**src/rtl/fetch_ctrl.sv**
```systemverilog
// Program-counter / flag-register stage feeding the ALU: sequences the PC through
// IDLE/RUN/HALTED, holds the architectural flag and counts retired instructions.
module fetch_ctrl #(
  parameter int unsigned PC_W  = 10,
  parameter int unsigned OFF_W = 6,
  parameter int unsigned CNT_W = 16
) (
  input  logic             clk,
  input  logic             rst_n,
  input  logic             start,
  input  logic [PC_W-1:0]  start_addr,
  input  logic             halt,
  input  logic             branch_en,
  input  logic [OFF_W-1:0] branch_off,
  input  logic             jump_en,
  input  logic [PC_W-1:0]  jump_target,
  input  logic             flag_we,
  input  logic             alu_flag,
  output logic [PC_W-1:0]  pc,
  output logic             fetch_valid,
  output logic             flag_q,
  output logic             done,
  output logic [CNT_W-1:0] instr_cnt
);

  localparam int unsigned EXT_W = PC_W - OFF_W;

  typedef enum logic [1:0] {
    ST_IDLE   = 2'd0,
    ST_RUN    = 2'd1,
    ST_HALTED = 2'd2
  } state_t;

  state_t           r_state, w_state_nxt;
  logic [PC_W-1:0]  r_pc, w_pc_nxt;
  logic             r_flag, w_flag_nxt;
  logic [CNT_W-1:0] r_cnt, w_cnt_nxt;
  logic [PC_W-1:0]  w_off_ext;
  logic [CNT_W-1:0] w_cnt_inc;

  // Two's-complement offset widened to PC width; PC math wraps naturally.
  assign w_off_ext = {{EXT_W{branch_off[OFF_W-1]}}, branch_off};
  assign w_cnt_inc = (&r_cnt) ? r_cnt : r_cnt + CNT_W'(1);

  // State register
  always_ff @(posedge clk or negedge rst_n) begin
    if (!rst_n) begin
      r_state <= ST_IDLE;
      r_pc    <= '0;
      r_flag  <= 1'b0;
      r_cnt   <= '0;
    end else begin
      r_state <= w_state_nxt;
      r_pc    <= w_pc_nxt;
      r_flag  <= w_flag_nxt;
      r_cnt   <= w_cnt_nxt;
    end
  end

  // Next-state: branch decision uses the flag value from before this edge
  always_comb begin
    w_state_nxt = r_state;
    w_pc_nxt    = r_pc;
    w_flag_nxt  = r_flag;
    w_cnt_nxt   = r_cnt;
    case (r_state)
      ST_RUN: begin
        w_cnt_nxt = w_cnt_inc;
        if (flag_we) w_flag_nxt = alu_flag;
        if (halt) begin
          w_state_nxt = ST_HALTED;
        end else if (jump_en) begin
          w_pc_nxt = jump_target;
        end else if (branch_en && r_flag) begin
          w_pc_nxt = r_pc + w_off_ext;
        end else begin
          w_pc_nxt = r_pc + PC_W'(1);
        end
      end
      default: begin
        if (start) begin
          w_state_nxt = ST_RUN;
          w_pc_nxt    = start_addr;
          w_flag_nxt  = 1'b0;
          w_cnt_nxt   = '0;
        end
      end
    endcase
  end

  assign pc          = r_pc;
  assign flag_q      = r_flag;
  assign instr_cnt   = r_cnt;
  assign fetch_valid = (r_state == ST_RUN);
  assign done        = (r_state == ST_HALTED);

endmodule

```
**config.mk**
```make
export PLATFORM = sky130hd
export DESIGN_NAME = fetch_ctrl
export DESIGN_NICKNAME = d
export VERILOG_FILES = /design/src/rtl/fetch_ctrl.sv
export SDC_FILE = /design/constraint.sdc
export NUM_CORES = 1
export LEC_CHECK = 0
export ABC_AREA = 0
export CAP_MARGIN = 20
export CORE_AREA = 5 5 61 85
export CTS_BUF_LIST = sky130_fd_sc_hd__clkbuf_2 sky130_fd_sc_hd__clkbuf_4 sky130_fd_sc_hd__clkbuf_8
export DETAILED_ROUTE_END_ITERATION = 6
export DIE_AREA = 0 0 66 90
export PLACE_DENSITY = 0.91
export SYNTH_ARGS = -nofsm -noshare
export SYNTH_HDL_FRONTEND = slang
export SYNTH_SLANG_ARGS = --single-unit
```
**constraint.sdc**
```tcl
create_clock -name clk -period 2.65 [get_ports clk]
set_input_delay 0.265 -clock clk [delete_from_list [all_inputs] [get_ports clk]]
set_output_delay 0.265 -clock clk [all_outputs]
set_load 0.05 [all_outputs]
```
Yosys cells after proc, flatten, opt, wreduce, memory -nomap -nowiden
Cells that the tools add are included.
{"block": "word_totals", "register_bits": 29, "wordCells": 34, "in_bits": 34, "out_inout_bits": 29}
{"block": "classes", "eq_ne": 6, "muxes": 14, "n_reduce_logical": 7, "addsub": 3}
{"operator": "two-way mux 10 bit", "count": 5}
{"operator": "two-way mux 16 bit", "count": 3}
{"operator": "adder 16 x 1 -> 16 bit, second input constant", "count": 1}
{"operator": "AND reduction 16 bit", "count": 1}
{"operator": "adder 10 x 1 -> 10 bit, second input constant", "count": 1}
{"operator": "adder 10 bit", "count": 1}
{"operator": "inequality test 2 bit, second input constant", "count": 4}
{"operator": "AND reduction 2 bit", "count": 4}
{"operator": "two-way mux 2 bit", "count": 3}
{"operator": "two-way mux 1 bit", "count": 3}
{"operator": "== test 2 x 1 -> 1 bit, second input constant", "count": 1}
{"operator": "== test 2 bit, second input constant", "count": 1}
{"operator": "nonzero test 2 bit", "count": 1}
{"operator": "logical AND 1 bit", "count": 1}

Longest topological paths before layout
{"block": "logic_depth", "depth_word": 5, "depth_mapped": 8, "ltp_nobuf": 8}

Worst setup path before layout
Ideal clock, no wire load.
{"block": "synth_path", "path_kind": "reg2reg", "from": "reg r_flag, in the netlist flag_q", "to": "reg r_pc[6], in the netlist pc[6]", "t_arrival_ps": 2548, "t_required_ps": 2510, "slack_ps": -39, "path_buffers": 0, "stages_incl_launch_ff": 9, "cell_sequence": "dfrtp_1 -> nand3b_1 -> ha_1 -> fa_1 -> a211oi_2 -> o21ai_1 -> and4b_1 -> o41ai_1 -> a31oi_1"}
{"block": "synth_between", "elab_chain_len": 5}
{"item": "start: declaration", "line": "36", "text": "logic r_flag, w_flag_nxt;"}
{"item": "start signal: assignment", "line": "55", "text": "r_flag <= w_flag_nxt;"}
{"item": "logical AND 1 bit", "line": "74", "text": "end else if (branch_en && r_flag) begin"}
{"item": "two-way mux 10 bit", "line": "74"}
{"item": "two-way mux 10 bit", "line": "72", "text": "end else if (jump_en) begin"}
{"item": "two-way mux 10 bit", "line": "70", "text": "if (halt) begin"}
{"item": "two-way mux 10 bit", "line": "66", "text": "case (r_state)"}
{"item": "end signal: assignment", "line": "54", "text": "r_pc <= w_pc_nxt;"}
{"item": "end: declaration", "line": "35", "text": "logic [PC_W-1:0] r_pc, w_pc_nxt;"}
No other way between the ends. The select of a mux whose other input is x is not followed.
A chain may end at the register's enable or synchronous reset.

Final worst setup path
{"block": "layout_path", "from": "in branch_en", "to": "reg r_pc[6], in the netlist pc[6]"}
{"block": "layout_between", "elab_chain_len": 5}
{"item": "start: declaration", "line": "13", "text": "input logic branch_en,"}
{"item": "logical AND 1 bit", "line": "74"}
{"item": "two-way mux 10 bit", "line": "74"}
{"item": "two-way mux 10 bit", "line": "72"}
{"item": "two-way mux 10 bit", "line": "70"}
{"item": "two-way mux 10 bit", "line": "66"}
No other way between the ends. The select of a mux whose other input is x is not followed.

==> results.tsv <==
metric	value	unit
grtUsageMet3	3.62	%
leakagePower	1.20	nW
outcome	finished clean	
busiest_layer	met2	
yosys_warnings	0	
area_delta_synth_final	40.1	%
syn_area	2060	um2
die_w	66	um
port_buffers	62	
path_clk_slew	0.07	ns
ant_nets	0	
drive_above_1_share	11.6	%
synth.distinct_cells	53	
grt_pass1_vias	2246	
drtPass1Iterations	4	
vias	2150	
grtUsageMet2	39.2	%
numCtsBuffers	5	
start_util	46.9	%
finalSetupViolations	0	
hold_slack	0.368	ns
fin_nets	351	
met1_usage	23.2	%
synth_edf_count	0	
ctsHoldBuffers	0	
die_h	90	um
ys_seq_area_share	35.2	%
maxSlewHeadroom	59.9	%
start_kind	input pin	
drt_iter0_markers	161	
die_area	5940	um2
clkLatencyLatePin	0.28	ns
critPathMaxStageDelay	0.55	ns
clock-sinks	29	
max_freq	0.397	GHz
r2r_slack	0.21	ns
required	2.78	ns
drt_wl_total	6020	um
power_switching	0.00141	W
mostFrequentLayoutCells	61 x clkdlybuf4s50_1, 28 x dfrtp_1, 24 x nor2_1, 23 x nand2_1, 15 x o21ai_0	
final_util	65.7	%
clkPwrFrac	12.8	%
worstSetupPathType	in -> reg	
power.share.switching	50.4	%
comb_power_share	59.4	%
ys_seq_elements	29	
n_antenna_cell	0	
viasPerCell	5.78	
fin_crit	2.52	ns
power_density	966	nW/um2
ctsResizeCount	0	
rsz0062_at_grt	no	
core_area	4390	um2
report.final.slew_viol_count	0	
drc	0	
wl_per_cell	16.2	um
grt.total_usage	21.1	%
seqPwrFrac	27.8	%
synth-main-ff-cell	dfrtp_1	
grt_max_degree	30	
crit_slowest_cell	clkdlybuf4s50_1	
cp-end-kind	flip-flop	
internal-power	0.00138	W
critical_path_arrival	2.65	ns
grt_pass1_wl	10000	um
min_path_type	in -> async	
fin_crit_sh	95.1	%
cp_cell_sequence	clkdlybuf4s50_1 -> nand3b_1 -> ha_1 -> fa_1 -> a211oi_2 -> o21ai_1 -> and4b_1 -> o41ai_2 -> a31oi_1	
maxCapViolCount	0	
synthCells	240	
async_reset_ff_share	100	%
cts_tree	done	
peakVddDrop	0.548	mV
place_congestion	0.887	
rows	29	
tightest_slew	0.602	ns
postCtsSetupRepairBufs	0	
path_max_fanout	4	
layout.cells.most_common	clkdlybuf4s50_1	
hold_viol_final	0	
gr-total-overflow	0	
root_buffer	clkbuf_8	
postLayoutCellArea	2890	um2
syn_nets	281	
htreeDepth	2	
ios	63	
fin_worst_skew	0.0116	ns
antenna_found_initial	0	
clock_path_buffers	2	
dpl_cell_area	2800	um2
syn_avg_cell_area	8.59	um2
detailed_place_hpwl	4550	um
critical path, delay by kind of cell:
family,cells,cell delay (ns)
AND/OR/NAND/NOR,2,0.33
AO/OA/AOI/OAI,4,0.87
buffers and inverters,1,0.55
adder cells (fa/ha/maj),2,0.64
layout make-up:
class                           count  area (um2)
Fill cell                         371        1500
Tap cell                           62        77.6
Clock inverter                      1        5.00
Timing Repair Buffer               73         701
Inverter                            7        26.3
Sequential cell                    29         727
Multi-Input combinational cell    194        1270
Clock buffer                        6        76.3
layer usage:
layer | part of all wire, % | vias up | wire length (um)
li1 | - | 1030 | -
met1 | 39 | 1037 | 2360
met2 | 55 | 71 | 3280
met3 | 4.2 | 12 | 253
met4 | 1.9 | 0 | 114
met5 | 0 | - | 0
worst paths after layout:
check                                           from                        end  cells past startpoint
min in group clk           instr_cnt[13]$_DFFE_PN0P_  instr_cnt[13]$_DFFE_PN0P_                      1
max reg2reg                       flag_q$_DFFE_PN0P_          pc[6]$_DFFE_PN0P_                      8
min                                            rst_n   instr_cnt[6]$_DFFE_PN0P_                      2
max                                        branch_en          pc[6]$_DFFE_PN0P_                      9
max in group asynchronous                      rst_n         flag_q$_DFFE_PN0P_                      2
min reg2reg                instr_cnt[13]$_DFFE_PN0P_  instr_cnt[13]$_DFFE_PN0P_                      1
flip-flops by register name (all words and copies together) (netlist names):
| name | flops |
|---|---|
| flag_q | 1 |
| instr_cnt | 16 |
| pc | 10 |
| r_state | 2 |
synthesized netlist by cell type (4+ instances only):
cell type | n | area share, %
nor2_1 | 24 | 4.4
a21oi_1 | 10 | 2.4
a21o_1 | 5 | 1.8
dfrtp_1 | 29 | 35
nand3_1 | 7 | 1.7
a31oi_1 | 9 | 2.7
nand2_1 | 23 | 4.2
o21ai_0 | 15 | 3.6
xor2_1 | 4 | 1.7
mux2i_1 | 8 | 3.9
and3_1 | 7 | 2.1
xnor2_1 | 4 | 1.7
clkbuf_1 | 4 | 0.73
nand3b_1 | 5 | 1.8
ha_1 | 6 | 3.6
inv_1 | 7 | 1.3
a211oi_1 | 6 | 2.2
nand4_1 | 5 | 1.5
buf_2 | 4 | 0.97
nor3_1 | 7 | 1.7
logic make-up after synthesis:
family	synth area share, %
adders and majority gates	4.61
muxes	3.89
and+or+nand+nor	26.8
buffers and inverters	3.34
AOI/OAI and AO/OA	22.7
xor gates and xnor gates	3.40
DFF	35.2
power groups by stage:
| stage | Sequential [W] | Combinational [W] | Clock [W] |
|---|---|---|---|
| after global placement | 0.000769 | 0.00162 | 0 |
| after global routing | 0.000798 | 0.00179 | 0.000386 |
| after CTS | 0.000771 | 0.00166 | 0.000364 |
| final | 0.000775 | 0.00166 | 0.000357 |
| after floorplan | 0.00111 | 0.000747 | 0 |
| after detailed placement | 0.000776 | 0.00165 | 0 |
through the flow:
step / cells / total power, W / setup TNS [ns] / worst slack, ns
finish: 372 / 0.00279 / 0 / 0.130
global route: 372 / 0.00297 / 0 / 0.00860
CTS: 372 / 0.00279 / 0 / 0.0944
detailed placement: 365 / 0.00243 / -0.336 / -0.186
global placement: 365 / 0.00239 / -0.152 / -0.109
floorplan: 240 / 0.00186 / 0 / 0.139
Note: power is estimated with default switching activity, not from simulation.
